### config.mk
export PLATFORM = sky130hd
export DESIGN_NAME = module_seg_scan
export DESIGN_NICKNAME = d
export VERILOG_FILES = /design/src/rtl/module_seg_scan.sv
export SDC_FILE = /design/constraint.sdc
export NUM_CORES = 1
export LEC_CHECK = 0
export CELL_PAD_IN_SITES_DETAIL_PLACEMENT = 0
export CELL_PAD_IN_SITES_GLOBAL_PLACEMENT = 2
export CORE_ASPECT_RATIO = 2
export CORE_UTILIZATION = 34
export CTS_CLUSTER_DIAMETER = 150
export CTS_CLUSTER_SIZE = 8
export DETAILED_ROUTE_END_ITERATION = 16
export GPL_TIMING_DRIVEN = 0
export PLACE_DENSITY = 0.76
export SLEW_MARGIN = 40
export SYNTH_ARGS = -nofsm -noshare
export SYNTH_HDL_FRONTEND = slang
export SYNTH_SLANG_ARGS = --single-unit
### constraint.sdc
create_clock -name clk -period 1.72 [get_ports clk]
set_input_delay 0.258 -clock clk [delete_from_list [all_inputs] [get_ports clk]]
set_output_delay 0.258 -clock clk [all_outputs]
set_load 0.005 [all_outputs]
### src/rtl/module_seg_scan.sv
// Binary-to-BCD multiplexed 7-segment driver: accepts a value over valid/ready,
// converts it with a sequential shift-add-3 engine and scans DIGITS common-anode digits.
module module_seg_scan #(
  parameter int WIDTH          = 8,
  parameter int DIGITS         = 2,
  parameter int SCAN_DIV       = 13500,
  parameter int LZ_BLANK       = 1,
  parameter int SEG_ACTIVE_LOW = 1
) (
  input  logic              clk,
  input  logic              rst_n,
  input  logic [WIDTH-1:0]  bin_i,
  input  logic              bin_valid_i,
  output logic              bin_ready_o,
  output logic [6:0]        seg_o,
  output logic [DIGITS-1:0] an_o,
  output logic              overflow_o
);

  localparam int BCD_W  = 4 * DIGITS;
  localparam int ITER_W = $clog2(WIDTH);
  localparam int PRE_W  = $clog2(SCAN_DIV);
  localparam int IDX_W  = (DIGITS > 1) ? $clog2(DIGITS) : 1;

  function automatic int pow10(input int n);
    int r;
    r = 1;
    for (int i = 0; i < n; i++) r = r * 10;
    return r;
  endfunction

  localparam logic [31:0] MAX_VAL = 32'(pow10(DIGITS) - 1);

  // Segment order is {g,f,e,d,c,b,a}, active-high before polarity is applied.
  localparam logic [6:0] SEG_DASH  = 7'b1000000;
  localparam logic [6:0] SEG_BLANK = 7'b0000000;

  typedef enum logic [1:0] {
    ST_IDLE,
    ST_CONV,
    ST_LATCH
  } state_e;

  state_e              state_q,    state_d;
  logic [WIDTH-1:0]    shift_q,    shift_d;
  logic [BCD_W-1:0]    bcd_q,      bcd_d;
  logic [ITER_W-1:0]   iter_q,     iter_d;
  logic                ovf_pend_q, ovf_pend_d;
  logic [BCD_W-1:0]    disp_q,     disp_d;
  logic                ovf_q,      ovf_d;
  logic [PRE_W-1:0]    presc_q,    presc_d;
  logic [IDX_W-1:0]    idx_q,      idx_d;

  function automatic logic [3:0] add3(input logic [3:0] nib);
    return (nib >= 4'd5) ? nib + 4'd3 : nib;
  endfunction

  function automatic logic [6:0] glyph(input logic [3:0] d);
    logic [6:0] g;
    case (d)
      4'd0:    g = 7'b0111111;
      4'd1:    g = 7'b0000110;
      4'd2:    g = 7'b1011011;
      4'd3:    g = 7'b1001111;
      4'd4:    g = 7'b1100110;
      4'd5:    g = 7'b1101101;
      4'd6:    g = 7'b1111101;
      4'd7:    g = 7'b0000111;
      4'd8:    g = 7'b1111111;
      4'd9:    g = 7'b1101111;
      default: g = SEG_BLANK;
    endcase
    return g;
  endfunction

  // Conversion FSM and datapath.
  always_comb begin
    logic [3:0] adj;
    logic       carry;
    // NOTE: every variable gets a default before any branch so no latch is inferred.
    state_d    = state_q;
    shift_d    = shift_q;
    bcd_d      = bcd_q;
    iter_d     = iter_q;
    ovf_pend_d = ovf_pend_q;
    disp_d     = disp_q;
    ovf_d      = ovf_q;
    adj        = '0;
    carry      = 1'b0;

    case (state_q)
      ST_IDLE: begin
        if (bin_valid_i) begin
          shift_d    = bin_i;
          bcd_d      = '0;
          iter_d     = '0;
          ovf_pend_d = (32'(bin_i) > MAX_VAL);
          state_d    = ST_CONV;
        end
      end
      ST_CONV: begin
        // Adjust each nibble, then shift {bcd, shift} left; the top nibble's carry is dropped.
        carry = shift_q[WIDTH-1];
        for (int i = 0; i < DIGITS; i++) begin
          adj                  = add3(bcd_q[4*i +: 4]);
          bcd_d[4*i+1 +: 3]    = adj[2:0];
          bcd_d[4*i]           = carry;
          carry                = adj[3];
        end
        shift_d = {shift_q[WIDTH-2:0], 1'b0};
        iter_d  = iter_q + ITER_W'(1);
        if (iter_q == ITER_W'(WIDTH - 1)) state_d = ST_LATCH;
      end
      ST_LATCH: begin
        disp_d  = bcd_q;
        ovf_d   = ovf_pend_q;
        state_d = ST_IDLE;
      end
      default: state_d = ST_IDLE;
    endcase
  end

  // Digit scan prescaler and index.
  always_comb begin
    presc_d = presc_q + PRE_W'(1);
    idx_d   = idx_q;
    if (presc_q == PRE_W'(SCAN_DIV - 1)) begin
      presc_d = '0;
      idx_d   = (idx_q == IDX_W'(DIGITS - 1)) ? '0 : idx_q + IDX_W'(1);
    end
  end

  always_ff @(posedge clk or negedge rst_n) begin
    if (!rst_n) begin
      state_q    <= ST_IDLE;
      shift_q    <= '0;
      bcd_q      <= '0;
      iter_q     <= '0;
      ovf_pend_q <= 1'b0;
      disp_q     <= '0;
      ovf_q      <= 1'b0;
      presc_q    <= '0;
      idx_q      <= '0;
    end else begin
      // NOTE: non-blocking assignments so every register samples pre-edge values.
      state_q    <= state_d;
      shift_q    <= shift_d;
      bcd_q      <= bcd_d;
      iter_q     <= iter_d;
      ovf_pend_q <= ovf_pend_d;
      disp_q     <= disp_d;
      ovf_q      <= ovf_d;
      presc_q    <= presc_d;
      idx_q      <= idx_d;
    end
  end

  // Output decode, driven purely from registers.
  always_comb begin
    logic [DIGITS-1:0] blank;
    logic              upper_zero;
    logic [3:0]        cur_nib;
    logic              cur_blank;
    logic [6:0]        seg_raw;

    blank      = '0;
    upper_zero = 1'b1;
    cur_nib    = '0;
    cur_blank  = 1'b0;
    an_o       = '0;

    for (int i = DIGITS - 1; i >= 1; i--) begin
      upper_zero = upper_zero && (disp_q[4*i +: 4] == 4'd0);
      blank[i]   = (LZ_BLANK != 0) && upper_zero;
    end

    for (int i = 0; i < DIGITS; i++) begin
      if (idx_q == IDX_W'(i)) begin
        an_o[i]   = 1'b1;
        cur_nib   = disp_q[4*i +: 4];
        cur_blank = blank[i];
      end
    end

    if (ovf_q)          seg_raw = SEG_DASH;
    else if (cur_blank) seg_raw = SEG_BLANK;
    else                seg_raw = glyph(cur_nib);

    seg_o = (SEG_ACTIVE_LOW != 0) ? ~seg_raw : seg_raw;
  end

  assign bin_ready_o = (state_q == ST_IDLE);
  assign overflow_o  = ovf_q;

endmodule

==> results.toml, run 1 <==
[status]
status = "finished, violations left"
violations = "setup timing"

[timing]
final_hold_viol_count = 0
max-slew-margin-rel_pct = 70.92
layout_setup_ws_ps = -406.9
finalSetupViolations = 7
rsz0062_at_grt = "true"
period_minus_slack_ps = 2127
fin_crit_sh_pct = 123.7
slew_viol_final = 0
worst_pin_slew_ps = 436.3
fin_skew_ps = 4.024
fmax_ghz = 0.4702
fin_tns_setup_ps = -2388

[synth]
async_flop_share_pct = 100.0
synth_area_leader_cell = "dfrtp_1"
synth_cell_types = 41
syn_avg_cell_area_um2 = 10.41
synth_edf_count = 0
netlist_area_um2 = 2499
netlist.area_leader.share_pct = 46.07
yosysSeqAreaShare_pct = 46.07
syn_nets = 263
yosys_warnings = 0
synth.area.top_cells = "dfrtp_1 46%, ha_1 6.0%, mux2_2 4.1%"
synth_most_common_cell = "dfrtp_1"
synthFlopType = "dfrtp_1"
ys_ff_latch = 46
synth_common_cells = "46 x dfrtp_1, 18 x nand2_1, 15 x nor2_1, 15 x o21ai_0, 14 x a21oi_1"
synth_cells = 240

[clock_tree]
htree_num_levels = 2
clockRootBuffer = "clkbuf_16"
cts_made_buffers = 5
clk_path_buf_depth = 2
cts_tree = "done"
clock_latency_ps = 290
clkTransAtPathRegs_ps = 60
cts.sinks = 46

[critical_path]
end_kind = "output port"
cpMaxStageDelayCell = "dfrtp_1"
crit_type = "register to output port"
crit_path_max_fanout = 7
cp_slowest_stage_delay_ps = 360
rr_startpoint = "bcd_q[0]"
r2r_end = "bcd_q[2]"
required_ps = 1460
cp_cell_sequence = "buf_6 > mux2i_4 > inv_2 > ha_4 > mux2_4 > nand2_2 > nand2_1 > buf_2"
cp-start-kind = "register"
rr_worst_depth = 6
arrival_ps = 1870
r2r_slack_ps = 210

[global_route]
track_usage_pct = 15.21
antenna_found_initial = 0
grt_pass1_wl_um = 8970
grt_pass1_vias = 1899
grt_max_degree = 39
grt-ovfl-total = 0

[finish]
num-nets-final = 309
area_delta_synth_final_pct = 28.84
instances_no_fill = 377
insertedDiodeCount = 0
post-route-cell-area_um2 = 3219
drive_above_1_share_pct = 26.13

[die]
start_util_pct = 35.72
dieArea_um2 = 7716
rows = 43
die_x_um = 62.62
die_h_um = 123.2
core_area_um2 = 6994
io_pins = 22

[route]
ant_nets = 0
drcViolationCount = 0
wl_per_cell_um = 13.67
vias = 1844
avgViaCountPerCell = 4.891
drt_iter0_drc = 29
drt_pass1_iterations = 4
drt-total-wl_um = 5155

[power_and_ir_drop]
power_density_nw_per_um2 = 1439
p_leak_nw = 1.429
peakVddDrop_v = 0.0009373

[hold_path]
min_path_type = "primary input to async pin"

[placed_design]
dpl_worst_slack_ps = -529.5
postPlaceCellArea_um2 = 2851
gp_congestion = 0.7334
port_buffers = 21
post-place-cells = 352
dp_hpwl_um = 3664

[job]
cap_violations = 0
## flip-flops by register name, indices dropped and copies added (netlist names)
register,count
ovf_pend_q,1
idx_q,1
state_q,2
presc_q,14
overflow_o,1
disp_q,8
iter_q,3
bcd_q,8
shift_q,8
## worst max-delay path: cells and delay by family, from the launching register on
family	cells	cell delay, ps
muxes	2	580
DFF	1	360
buffers and inverters	3	360
adders and majority gates	1	160
and+or+nand+nor	2	110
## kinds of logic (layout without fill, tap and decap cells)
family | Yosys count | count (layout) | synth area share [%]
buffers and inverters | 20 | 67 | 3.806
adder cells (fa/ha/maj) | 12 | 12 | 6.009
XOR/XNOR | 16 | 16 | 5.609
multiplexers | 19 | 19 | 9.264
flip-flops | 46 | 46 | 46.07
AND/OR/NAND/NOR | 81 | 81 | 18.08
AO/OA/AOI/OAI | 46 | 46 | 11.17
## metal layers
metal / routed length (um) / GRT usage, % / vias to the layer above
met4: 110 / 6.977 / 0
met3: 131 / 2.860 / 5
met5: 0 / 0 / -
met2: 2907 / 30.10 / 31
li1: - / - / 922
met1: 2006 / 14.83 / 886
## worst max path at each step
stage,to,slack (ps),depth (start not counted),start
6_report,seg_o[0],-410,8,idx_q
5_1_grt,seg_o[0],-490,8,idx_q
4_1_cts,seg_o[0],-410,8,idx_q
3_5_place_dp,seg_o[4],-530,7,idx_q
3_3_place_gp,bcd_q[5],-1010,1,rst_n
2_1_floorplan,seg_o[0],40,7,idx_q
## layout make-up
class | instances | area [um2]
fillers | 694 | 3775
plain buffers | 10 | 77.57
clock inverters | 1 | 30.03
flip-flops and latches | 46 | 1152
inverters | 10 | 37.54
repair buffers | 39 | 350.3
well taps | 90 | 112.6
clock buffers | 7 | 132.6
multi-input cells | 174 | 1326
## cells in the final DEF (no fill, tap or decap), types with 3 or more instances in the layout
cell type / n
o21ai_0: 14
mux2i_1: 4
a21oi_1: 14
mux2_2: 9
xor2_1: 7
nor4_2: 3
clkbuf_16: 5
mux2i_4: 4
nand2b_1: 6
buf_2: 11
ha_1: 8
clkdlybuf4s50_1: 11
nand2_1: 16
nor2_2: 3
nand3_1: 10
dfrtp_1: 45
xnor2_1: 9
buf_6: 8
inv_1: 8
nor3_1: 5
nor2_1: 14
nor2b_1: 12
a22oi_1: 7
a22o_1: 5
buf_4: 12
clkbuf_1: 3
## power by group
part / total [W] / internal, W / switching (W) / leakage (nW)
combinational: 0.00190 / 0.00103 / 0.000874 / 0.755
clock: 0.00108 / 0.000687 / 0.000394 / 0.0781
sequential: 0.00165 / 0.00138 / 0.000269 / 0.596
total: 0.00463 / 0.00310 / 0.00154 / 1.43
## metrics by stage
stage          hold slack [ps]  util, %  total power (W)
6_report                 333.5    46.03         0.004633
5_1_grt                  338.9    46.03         0.004996
4_1_cts                  330.6    45.72         0.004661
3_5_place_dp             103.7    40.77         0.003396
3_3_place_gp             477.5    40.52         0.003366
2_1_floorplan           -37.59        -         0.002706
## timing repair
| action | CTS | global route |
|---|---|---|
| hold endpoints to repair | 8 | 0 |
| gates resized for setup | 51 | 4 |
| pin swaps | 8 | 2 |
| endpoints found under the setup margin | 8 | 8 |
| setup buffers | 15 | 1 |
| hold buffers | 1 | 0 |
(Power assumes the default switching activity.)
==> inputs of run 2 (changes only) <==
CORE_MARGIN = 4   (was unset)
REMOVE_ABC_BUFFERS = 1   (was unset)
==> results.toml, run 2 (synthesis results as in run 1) <==
[critical_path]
cp_cell_sequence = "mux2i_4 > inv_2 > ha_4 > mux2_4 > nand2_2 > nand2_1 > buf_2"
cp-start-kind = "register"
cp_slowest_stage_delay_ps = 480
end_kind = "output port"
crit_path_max_fanout = 5
crit_family = "multiplexers"
arrival_ps = 1810
required_ps = 1460
cp_num_buf_inv = 2
cpMaxStageDelayCell = "dfrtp_2"
crit_type = "register to output port"

[timing]
fin_skew_ps = 5.869
slew_viol_final = 0
rsz0062_at_grt = "true"
max-slew-margin-rel_pct = 56.44
layout_setup_ws_ps = -351.3
fmax_ghz = 0.4828
period_minus_slack_ps = 2071
worst_pin_slew_ps = 650.4
finalSetupViolations = 7
fin_crit_sh_pct = 120.4
final_hold_viol_count = 0

[route]
avgViaCountPerCell = 4.885
drt-total-wl_um = 5443
vias = 1861
drt_iter0_drc = 64
wl_per_cell_um = 14.29
drt_pass1_iterations = 4
drcViolationCount = 0
ant_nets = 0

[die]
rows = 44
die_x_um = 68.62
die_h_um = 129.2
core_area_um2 = 7212
start_util_pct = 34.65
io_pins = 22
dieArea_um2 = 8867

[placed_design]
post-place-cells = 344
dp_hpwl_um = 3743
postPlaceCellArea_um2 = 2799
gp_congestion = 0.7241
port_buffers = 21

[clock_tree]
htree_num_levels = 2
cts_made_buffers = 5
cts_tree = "done"
clockRootBuffer = "clkbuf_16"
clock_latency_ps = 290
clk_path_buf_depth = 2
clkTransAtPathRegs_ps = 60
cts.sinks = 46

[status]
status = "finished, violations left"
violations = "setup timing"

[finish]
instances_no_fill = 381
regMostFlops = "presc_q"
largest_register_ffs = 14
post-route-cell-area_um2 = 3303
area_delta_synth_final_pct = 32.20
layout_common_cells = "43 x dfrtp_1, 21 x buf_4, 15 x nand2_1"
num-nets-final = 311
final_common_cell = "dfrtp_1"
drive_above_1_share_pct = 30.80
finalCoreUtilization_pct = 45.80
insertedDiodeCount = 0

[power_and_ir_drop]
p_leak_nw = 1.464
power_w = 0.004686
peakVddDrop_v = 0.0007885
power_density_nw_per_um2 = 1419

[global_route]
grt_pass1_vias = 1920
track_usage_pct = 13.89
grt-ovfl-total = 0
grt_max_degree = 39
antenna_found_initial = 0
grt_pass1_wl_um = 9183

[job]
cap_violations = 0

[hold_path]
min_path_type = "primary input to async pin"
-- run 2: cell types whose count changed in the layout (fill, tap and decap cells not counted), sizes merged --
cell,previous run,this run
clkdlybuf4s50,11,12
buf,32,37
clkbuf,10,8
dlymetal6s2s,1,0
bufinv,1,0
-- run 2: final cells by class --
class | instances | area, um2
fillers | 698 | 3909
multi-input cells | 174 | 1373
flip-flops and latches | 46 | 1155
repair buffers | 51 | 456.7
clock buffers | 8 | 166.4
well taps | 92 | 115.1
inverters | 10 | 37.54
-- run 2: routing by layer --
layer | wire length (um) | vias up | global-route usage, %
met3 | 143 | 7 | 2.862
met2 | 3177 | 21 | 25.63
met1 | 2016 | 913 | 14.25
met4 | 106 | 0 | 6.213
li1 | - | 920 | -
met5 | 0 | - | 0
-- run 2: repair_timing --
item                       4_1_cts  5_1_grt
resized for setup               58        6
setup endpoints to repair       22        9
setup buffers                   17       11
hold buffers                     1        0
hold endpoints to repair         8        0
pin swaps                       11        1
gates cloned                     0        0
-- run 2: final timing paths --
check	start	cells past startpoint	endpoint	slack, ps
worst max-delay path	idx_q	7	seg_o[0]	-350
worst min-delay path	rst_n	2	bcd_q[3]	330
worst max register to register	bcd_q[0]	6	bcd_q[2]	210
worst min register to register	presc_q[0]	1	presc_q[0]	480
max in group asynchronous	rst_n	3	idx_q	950
min in group clk	presc_q[0]	1	presc_q[0]	480
-- run 2: metrics by stage --
step | setup slack (ps) | hold slack, ps | setup TNS [ps]
finish | -351.3 | 332.0 | -2117
global placement | -977.6 | 465.0 | -60020
CTS | -347.2 | 325.2 | -2032
detailed placement | -836.9 | 94.74 | -9074
global route | -432.9 | 360.2 | -2722
floorplan | -184.2 | -37.59 | -314.3
-- run 2: power breakdown --
group	switching, W	internal, W
logic	0.000885	0.00108
registers	0.000294	0.00138
clock network	0.000396	0.000658
